File: config.mk
export PLATFORM = sky130hd
export DESIGN_NAME = trajectory_engine
export DESIGN_NICKNAME = d
export VERILOG_FILES = /design/src/rtl/trajectory_pkg.sv /design/src/rtl/dffr.sv /design/src/rtl/traj_step.sv /design/src/rtl/trajectory_engine.sv
export SDC_FILE = /design/constraint.sdc
export NUM_CORES = 1
export LEC_CHECK = 0
export CELL_PAD_IN_SITES_DETAIL_PLACEMENT = 0
export CELL_PAD_IN_SITES_GLOBAL_PLACEMENT = 2
export CORE_MARGIN = 2
export CORE_UTILIZATION = 28
export DETAILED_ROUTE_END_ITERATION = 12
export PLACE_DENSITY_LB_ADDON = 0.1
export SETUP_SLACK_MARGIN = 0.1
export SYNTH_ARGS = -nofsm -noshare
export SYNTH_HDL_FRONTEND = slang
export SYNTH_HIERARCHICAL = 1
export SYNTH_SLANG_ARGS = --single-unit
export TNS_END_PERCENT = 50
File: constraint.sdc
create_clock -name clk -period 2.9 [get_ports clk]
set_clock_uncertainty 0.2 [all_clocks]
set_input_delay 0.87 -clock clk [delete_from_list [all_inputs] [get_ports clk]]
set_output_delay 0.87 -clock clk [all_outputs]
set_load 0.03 [all_outputs]
File: src/rtl/trajectory_pkg.sv
// Shared encodings for the trajectory engine: FSM states and horizontal direction.
package trajectory_pkg;

  typedef enum logic [1:0] {
    ST_IDLE   = 2'd0,
    ST_FLIGHT = 2'd1,
    ST_DONE   = 2'd2
  } state_t;

  localparam logic DIR_LEFT  = 1'b0;
  localparam logic DIR_RIGHT = 1'b1;

endpackage

File: src/rtl/dffr.sv
// Plain register with synchronous active-high reset to zero.
// Latency 1 cycle; no flow control.
module dffr #(
  parameter int WIDTH = 1
) (
  input  logic             clk,
  input  logic             rst,
  input  logic [WIDTH-1:0] d,
  output logic [WIDTH-1:0] q
);

  always_ff @(posedge clk) begin
    if (rst) q <= '0;
    else     q <= d;
  end

endmodule

File: src/rtl/traj_step.sv
// Next-position datapath: horizontal move with single wall reflection, vertical move, gravity.
// Purely combinational; no flow control.
module traj_step
  import trajectory_pkg::*;
#(
  parameter int W    = 5,
  parameter int XMAX = 31,
  parameter int G    = 1
) (
  input  logic [W-1:0]        pos_x,
  input  logic [W-1:0]        pos_y,
  input  logic [W-1:0]        vx,
  input  logic                dir,
  input  logic signed [W+1:0] vy,
  input  logic                grav,
  output logic [W-1:0]        npos_x,
  output logic [W-1:0]        npos_y,
  output logic                ndir,
  output logic signed [W+1:0] nvy,
  output logic                out_of_field
);

  localparam int VW = W + 2;
  localparam logic [W:0]          XMAX_W   = (W+1)'(XMAX);
  localparam logic [W:0]          TWO_XMAX = (W+1)'(2 * XMAX);
  localparam logic signed [W+2:0] VY_MIN   = (W+3)'(-(2 ** (W + 1)));

  logic [W:0]          sum_r;
  logic signed [W+2:0] ny;
  logic signed [W+2:0] vy_dec;

  // vx never exceeds XMAX, so at most one reflection is needed per step.
  always_comb begin
    sum_r  = {1'b0, pos_x} + {1'b0, vx};
    npos_x = pos_x;
    ndir   = dir;
    if (dir == DIR_RIGHT) begin
      if (sum_r > XMAX_W) begin
        npos_x = W'(TWO_XMAX - sum_r);
        ndir   = DIR_LEFT;
      end else begin
        npos_x = sum_r[W-1:0];
      end
    end else begin
      if (vx > pos_x) begin
        npos_x = vx - pos_x;
        ndir   = DIR_RIGHT;
      end else begin
        npos_x = pos_x - vx;
      end
    end
  end

  // Any bit at or above W (including the sign) means the new y left the field.
  always_comb begin
    ny           = $signed({3'b000, pos_y}) + $signed({vy[VW-1], vy});
    npos_y       = ny[W-1:0];
    out_of_field = |ny[W+2:W];
  end

  always_comb begin
    vy_dec = $signed({vy[VW-1], vy}) - $signed((W+3)'(G));
    nvy    = vy;
    if (grav) begin
      if (vy_dec < VY_MIN) nvy = VY_MIN[VW-1:0];
      else                 nvy = vy_dec[VW-1:0];
    end
  end

endmodule

File: src/rtl/trajectory_engine.sv
// Launches a projectile and steps it once per clock until a target hit, field exit or step timeout.
// Latency steps+2 cycles from sampled shoot to result_valid; no backpressure, shoot ignored while busy.
module trajectory_engine
  import trajectory_pkg::*;
#(
  parameter int  W         = 5,
  parameter int  NTGT      = 2,
  parameter int  XMAX      = 31,
  parameter int  G         = 1,
  parameter int  MAX_STEPS = 32,
  parameter int  SW        = 6,
  localparam int IDXW      = (NTGT > 1) ? $clog2(NTGT) : 1
) (
  input  logic              clk,
  input  logic              rst,
  input  logic              shoot,
  input  logic [W-1:0]      x_pos,
  input  logic [W-1:0]      rise_in,
  input  logic [W-1:0]      run_in,
  input  logic              direction_in,
  input  logic              gravity_en,
  input  logic [NTGT*W-1:0] target_x,
  input  logic [NTGT*W-1:0] target_y,
  output logic              busy,
  output logic              result_valid,
  output logic              hit,
  output logic [IDXW-1:0]   hit_idx,
  output logic              timeout,
  output logic [SW-1:0]     steps,
  output logic [W-1:0]      pos_x,
  output logic [W-1:0]      pos_y
);

  localparam int VW = W + 2;

  state_t              state_q;
  state_t              state_d;
  logic [1:0]          state_raw;

  logic [W-1:0]        pos_x_d;
  logic [W-1:0]        pos_y_d;
  logic [W-1:0]        vx_q;
  logic [W-1:0]        vx_d;
  logic                dir_q;
  logic                dir_d;
  logic signed [VW-1:0] vy_q;
  logic signed [VW-1:0] vy_d;
  logic                grav_q;
  logic                grav_d;
  logic                hit_d;
  logic [IDXW-1:0]     hit_idx_d;
  logic                timeout_d;
  logic [SW-1:0]       steps_d;

  logic [W-1:0]        npos_x;
  logic [W-1:0]        npos_y;
  logic                ndir;
  logic signed [VW-1:0] nvy;
  logic                out_of_field;

  logic                match_any;
  logic [IDXW-1:0]     match_idx;
  logic                at_limit;

  dffr #(.WIDTH(2))    u_state   (.clk(clk), .rst(rst), .d(state_d),   .q(state_raw));
  dffr #(.WIDTH(W))    u_pos_x   (.clk(clk), .rst(rst), .d(pos_x_d),   .q(pos_x));
  dffr #(.WIDTH(W))    u_pos_y   (.clk(clk), .rst(rst), .d(pos_y_d),   .q(pos_y));
  dffr #(.WIDTH(W))    u_vx      (.clk(clk), .rst(rst), .d(vx_d),      .q(vx_q));
  dffr #(.WIDTH(1))    u_dir     (.clk(clk), .rst(rst), .d(dir_d),     .q(dir_q));
  dffr #(.WIDTH(VW))   u_vy      (.clk(clk), .rst(rst), .d(vy_d),      .q(vy_q));
  dffr #(.WIDTH(1))    u_grav    (.clk(clk), .rst(rst), .d(grav_d),    .q(grav_q));
  dffr #(.WIDTH(1))    u_hit     (.clk(clk), .rst(rst), .d(hit_d),     .q(hit));
  dffr #(.WIDTH(IDXW)) u_hit_idx (.clk(clk), .rst(rst), .d(hit_idx_d), .q(hit_idx));
  dffr #(.WIDTH(1))    u_timeout (.clk(clk), .rst(rst), .d(timeout_d), .q(timeout));
  dffr #(.WIDTH(SW))   u_steps   (.clk(clk), .rst(rst), .d(steps_d),   .q(steps));

  assign state_q = state_t'(state_raw);

  traj_step #(.W(W), .XMAX(XMAX), .G(G)) u_step (
    .pos_x        (pos_x),
    .pos_y        (pos_y),
    .vx           (vx_q),
    .dir          (dir_q),
    .vy           (vy_q),
    .grav         (grav_q),
    .npos_x       (npos_x),
    .npos_y       (npos_y),
    .ndir         (ndir),
    .nvy          (nvy),
    .out_of_field (out_of_field)
  );

  // Scan from the top so the lowest matching index wins.
  always_comb begin
    match_any = 1'b0;
    match_idx = '0;
    for (int i = NTGT - 1; i >= 0; i--) begin
      if (target_x[i*W +: W] == pos_x && target_y[i*W +: W] == pos_y) begin
        match_any = 1'b1;
        match_idx = IDXW'(i);
      end
    end
  end

  assign at_limit = (steps == SW'(MAX_STEPS - 1));

  always_comb begin
    state_d = state_q;
    case (state_q)
      ST_IDLE:   if (shoot) state_d = ST_FLIGHT;
      ST_FLIGHT: if (match_any || at_limit || out_of_field) state_d = ST_DONE;
      ST_DONE:   state_d = ST_IDLE;
      default:   state_d = ST_IDLE;
    endcase
  end

  always_comb begin
    pos_x_d   = pos_x;
    pos_y_d   = pos_y;
    vx_d      = vx_q;
    dir_d     = dir_q;
    vy_d      = vy_q;
    grav_d    = grav_q;
    hit_d     = hit;
    hit_idx_d = hit_idx;
    timeout_d = timeout;
    steps_d   = steps;
    case (state_q)
      ST_IDLE: begin
        if (shoot) begin
          pos_x_d   = x_pos;
          pos_y_d   = '0;
          vx_d      = (run_in > W'(XMAX)) ? W'(XMAX) : run_in;
          dir_d     = direction_in;
          vy_d      = $signed({2'b00, rise_in});
          grav_d    = gravity_en;
          hit_d     = 1'b0;
          hit_idx_d = '0;
          timeout_d = 1'b0;
          steps_d   = '0;
        end
      end
      ST_FLIGHT: begin
        if (match_any) begin
          hit_d     = 1'b1;
          hit_idx_d = match_idx;
        end else if (at_limit) begin
          timeout_d = 1'b1;
          hit_d     = 1'b0;
        end else if (!out_of_field) begin
          pos_x_d = npos_x;
          pos_y_d = npos_y;
          dir_d   = ndir;
          vy_d    = nvy;
          steps_d = steps + SW'(1);
        end
      end
      default: ;
    endcase
  end

  always_comb begin
    busy         = (state_q != ST_IDLE);
    result_valid = (state_q == ST_DONE);
  end

endmodule

After elaboration in Yosys (flattened, before gate mapping)
Index checks and enable logic that the tools add are counted.
Widths: inputs -> output; s select.
{ "totals": {"rom_bits": 0, "n_memories": 0, "register_bits": 35, "latchBits": 0, "mem_bits_rw": 0, "out_inout_bits": 21, "wordCells": 102} }
{ "classes": {"mux": 49, "add_sub_neg": 7, "n_bitwise": 0, "mul": 0, "order_cmp": 4, "n_shift": 0, "reduce_logical": 15, "eq_ne": 16, "div": 0} }
{ "op_table": {"columns": ["op", "n"], "rows": [
  ["$mux 5", 12],
  ["$mux 7", 6],
  ["$mux 6", 4],
  ["$eq 5x5->1", 4],
  ["$pmux 5 s2", 2],
  ["$mux 1", 16],
  ["$ne 2x2->1 const B", 7],
  ["$pmux 7 s2", 1],
  ["$pmux 6 s2", 1],
  ["$sub 5x5->5", 2],
  ["$add 6x7->8", 1],
  ["$lt 8x7->1 const B", 1],
  ["$pmux 1 s2", 4],
  ["$sub 7x2->8 const B", 1],
  ["$add 5x5->6", 1],
  ["$add 6x1->6 const B", 1],
  ["$eq 6x5->1 const B", 1],
  ["$gt 6x5->1 const B", 1],
  ["$reduce_and 3->1", 2],
  ["$reduce_and 6->1", 1],
  ["$gt 5x5->1", 1],
  ["$gt 5x5->1 const B", 1],
  ["$reduce_and 5->1", 1],
  ["$sub 5x5->5 const A", 1],
  ["13 further kinds", 18]
]} }

Longest topological paths before layout
{ "depth": {"depth_word": 8, "ltp_mapped": 14, "mapped_depth_nobuf": 13} }

Cells and area by module
The synthesis kept the hierarchy.
{ "modules_own_cells": {"columns": ["mod", "seq_area_each_um2", "area_each_um2", "cells_per_inst", "instances"], "rows": [
  ["traj_step", 0.0, 1079.8, 143, 1],
  ["trajectory_engine", 0.0, 1038.5, 145, 1],
  ["dffr (u_pos_x ...)", 100.1, 131.4, 10, 3],
  ["dffr (u_vy)", 140.1, 183.9, 14, 1],
  ["dffr (u_dir ...)", 20.0, 33.8, 2, 5],
  ["dffr (u_steps)", 120.1, 157.7, 12, 1],
  ["dffr (u_state)", 40.0, 52.6, 4, 1]
]} }

Least setup slack after synthesis
OpenSTA, ideal clock, no wires.
{ "synth_timing": {"path_kind": "register to register", "startpoint": "register u_pos_y.q[1]", "endpoint": "register u_vy.q[2]", "arrival_time_ps": 2830, "required_ps": 2586, "path_stages_with_launch": 14, "slack_ps": -243, "cell_sequence": "dfxtp_1 > ha_1 > a21o_1 > a21oi_1 > nor2b_1 > o21ai_0 > mux2i_1 > a32oi_1 > nor2_1 > and3_4 > nand2_4 > buf_6 > o221a_2 > nor2b_1"} }
{ "synth_between": {"elab_cells_between_ends": 11} }
{ "synth_rtl": {"columns": ["element", "line", "source"], "rows": [
  ["from (decl)", "dffr.sv:9", "output logic [WIDTH-1:0] q"],
  ["from (signal assigned)", "dffr.sv:13", "if (rst) q <= '0;"],
  ["from (signal assigned)", "dffr.sv:14", "else q <= d;"],
  ["$add 6x7->8", "traj_step.sv:56", "ny = $signed({3'b000, pos_y}) + $signed({vy[VW-1], vy});"],
  ["$reduce_or 3->1", "traj_step.sv:58", "out_of_field = |ny[W+2:W];"],
  ["named net out_of_field", "trajectory_engine.sv:59", "logic out_of_field;"],
  ["$ne 2x2->1 (no source line)", null, null],
  ["$reduce_and 6->1 (no source line)", null, null],
  ["to (signal assigned)", "dffr.sv:13", null],
  ["to (signal assigned)", "dffr.sv:14", null],
  ["to (decl)", "dffr.sv:9", null]
]} }
The timed path passes the listed nets, and every way through them passes these cells.
A chain may end at the register's enable or synchronous reset.

Worst setup path after layout
{ "layout_timing": {"startpoint": "register u_pos_y.q[0]", "endpoint": "register u_vy.q[1]"} }
Same word-level chain as after synthesis.

==> out/results.ini <==
[run_status]
outcome=finished with violations
failed_checks=setup timing

[power_and_ir_drop]
ir_drop_v=0.0001735
pwr_density_cell_mw_per_mm2=415.0
power.switching_mw=0.6847
combPwrFrac=0.478
p_int_mw=1.169
pwr-share-clk=0.221
seq_power_share=0.300
leakage_nw=1.964
sw_frac_of_total=0.3693

[cells_and_area]
seqCellArea_um2=719.4
antennaDiodeCount=0
syn2layout_area_growth_pct=45.24
mostFrequentLayoutCells=55 x clkdlybuf4s50_1, 46 x buf_4, 35 x nor2b_1
fillers=1113
drive_above_1_share=0.2489
fin_util=0.4139
multi_input_area_mm2=0.002426
final_nets=532
final_common_cell=clkdlybuf4s50_1
final_cells=606

[worst_setup_path]
max_stage_delay_ps=360
endpoint_kind=register
slowest_stage=dfxtp_4
crit_type=register to register
crit_family=simple AND/OR/NAND/NOR gates
cp.required_ps=2860
cp.buffers_inverters=0
path_cells=ha_4 -> fa_2 -> a21o_1 -> a21oi_2 -> nand2b_4 -> nand2_1 -> mux2i_1 -> a32oi_2 -> nor2_4 -> and3_4 -> nand2_8 -> o221a_2 -> nor2b_1
start_kind=register
path_max_fanout=10
crit_start=u_pos_y/q[0]$_SDFF_PP0_
arrival_ps=2990
r2r-start=u_pos_y/q[0]$_SDFF_PP0_

[placed_design]
port-buffer-count=60
post-place-ws_ps=-403.6
hpwl_um=7718
dp_cells=589
gp_congestion=0.7833

[synth]
yosys_warnings=6
synthesis.nets=425
synth_edf_count=0
syn_avg_cell_area_um2=8.591
async_flop_share=0
synth_cells=358
ys_ff_latch=35
syn_area_mm2=0.003075
synthFlopType=dfxtp_1
synth_cell_types=51
yosysSeqAreaShare=0.2278

[route]
routed_wl_um=10300
routedWlPerCell_um=17.00
num_vias=2971
routed_via_density=4.903
drt_iter0_drc=99
ant_nets=0
drt_first_pass_iters=4
drc=0

[sta]
drv_slew=0
relSlewSlack=0.6179
holdWs_ps=361.8
fin_setup_tns_ps=-2067
period_needed_ps=3025
setup_viol=22
fmax_ghz=0.3306
rsz0062_at_grt=true
worstMarginPinSlew_ps=565.3
hold_viol=0
final.setup.worst_slack_ps=-125.0
min_period_over_period=1.043

[floorplan]
die_w_um=108.8
start_util=0.2850
fp.dieH_um=108.8
dieArea_mm2=0.01184
num_rows=38
coreArea_mm2=0.01079
ios=61

[clock_network]
cts_made_buffers=5
clockBufferDepth=2
ctsHoldBuffers=0
htree_levels=2
cts.clk_slew.worst_paths_ps=80
cts_tree=yes
clk_latency_ps=290
clkSinkCount=35
cts-root-buf=clkbuf_8

[global_routing]
gr-total-overflow=0
first_global_vias=3056
grt_start_max_net_pins=36
grt_pass1_wl_um=16270
grt.total_usage=0.1820
antenna_found_initial=0

[worst_hold_path]
min_from=u_timeout/q$_SDFF_PP0_
hp-class=register to register

[job]
cap_violations=0

-- registers in the layout, indices dropped and copies added (netlist names), 2 cells and up --
name and count:
u_pos_x/q 5, u_vx/q 5, u_steps/q 6, u_vy/q 7, u_pos_y/q 5, u_state/q 2
-- path summary, 6_finish.rpt --
| path | end | slack [ps] | cells after the start |
|---|---|---|---|
| worst max register to register | u_vy/q[1]$_SDFF_PP0_ | -130 | 13 |
| worst max-delay path | u_vy/q[1]$_SDFF_PP0_ | -130 | 13 |
| worst min-delay path | u_timeout/q$_SDFF_PP0_ | 360 | 3 |
| worst min register to register | u_timeout/q$_SDFF_PP0_ | 360 | 3 |
-- power by group through the flow --
stage	sequential, mW	clock (mW)	combinational (mW)
finish	0.557	0.410	0.887
global placement	0.569	0	0.857
floorplan	0.619	0	0.471
CTS	0.557	0.430	0.884
detailed placement	0.568	0	0.854
global route	0.563	0.440	0.978
-- repair_timing --
item                       CTS  global route
setup buffers                3             2
gates cloned                 4             0
resized for setup           15            10
setup endpoints to repair   25            28
pin swaps                    4             8
-- synth_stat cells (2+ instances only) --
| cell type | instances | area share |
|---|---|---|
| dfxtp_1 | 35 | 0.23 |
| nor2b_1 | 35 | 0.071 |
| nand2_1 | 32 | 0.039 |
| ha_1 | 23 | 0.094 |
| nor2_1 | 22 | 0.027 |
| xor2_1 | 21 | 0.060 |
| inv_1 | 19 | 0.023 |
| mux2i_1 | 16 | 0.052 |
| o21ai_0 | 12 | 0.020 |
| o221a_2 | 11 | 0.040 |
| a21oi_1 | 10 | 0.016 |
| and3_1 | 10 | 0.020 |
| xnor2_1 | 10 | 0.028 |
| a21o_1 | 8 | 0.020 |
| mux2_2 | 8 | 0.029 |
| clkbuf_1 | 6 | 0.0073 |
| nand3_1 | 6 | 0.0098 |
| nor3_1 | 6 | 0.0098 |
| nor4_1 | 6 | 0.012 |
| a31o_1 | 5 | 0.014 |
| nor2b_4 | 5 | 0.022 |
| fa_1 | 4 | 0.026 |
| nand2b_1 | 4 | 0.0081 |
| nand4_1 | 4 | 0.0081 |
| o21bai_1 | 4 | 0.0098 |
| a31oi_1 | 3 | 0.0061 |
| buf_2 | 3 | 0.0049 |
| a211oi_1 | 2 | 0.0049 |
| a31o_2 | 2 | 0.0057 |
| a32oi_1 | 2 | 0.0057 |
| and2_1 | 2 | 0.0041 |
| buf_6 | 2 | 0.0073 |
| nor3b_1 | 2 | 0.0049 |
-- stage by stage --
step | total power, mW | area, um2
floorplan | 1.090 | 3127
global placement | 1.426 | 4170
detailed placement | 1.422 | 4170
CTS | 1.871 | 4404
global route | 1.981 | 4467
finish | 1.854 | 4467
-- layout make-up --
| class | instances | share of cell area |
|---|---|---|
| Clock buffer | 8 | 0.02241 |
| Inverter | 19 | 0.01597 |
| Multi-Input combinational cell | 297 | 0.5431 |
| Sequential cell | 35 | 0.1611 |
| Tap cell | 140 | 0.03922 |
| Timing Repair Buffer | 107 | 0.2182 |
-- metal layers --
| layer | track usage | vias to the layer above | share of wire |
|---|---|---|---|
| met5 | 0 | - | 0 |
| met4 | 0.05220 | 0 | 0.015 |
| met3 | 0.02510 | 12 | 0.024 |
| met2 | 0.3357 | 46 | 0.53 |
| met1 | 0.2186 | 1426 | 0.43 |
| li1 | - | 1487 | - |
-- worst reg2reg max path, delay by kind of cell (launching register included) --
family | cells | cell delay (ps)
adder cells (fa/ha/maj) | 2 | 520
flip-flops | 1 | 360
multiplexers | 1 | 170
AND/OR/NAND/NOR | 6 | 920
AO/OA/AOI/OAI | 4 | 740
-- logic make-up (layout without fill, tap and decap cells) --
| logic type | count (synthesis) | after routing | share of synthesized area |
|---|---|---|---|
| buffers and inverters | 30 | 134 | 0.04272 |
| AO/OA/AOI/OAI | 70 | 70 | 0.1815 |
| XOR/XNOR | 31 | 31 | 0.08828 |
| multiplexers | 24 | 24 | 0.08137 |
| flip-flops | 35 | 35 | 0.2278 |
| AND/OR/NAND/NOR | 141 | 145 | 0.2587 |
| adder cells (fa/ha/maj) | 27 | 27 | 0.1196 |
Power figures use the tool's default switching activity.
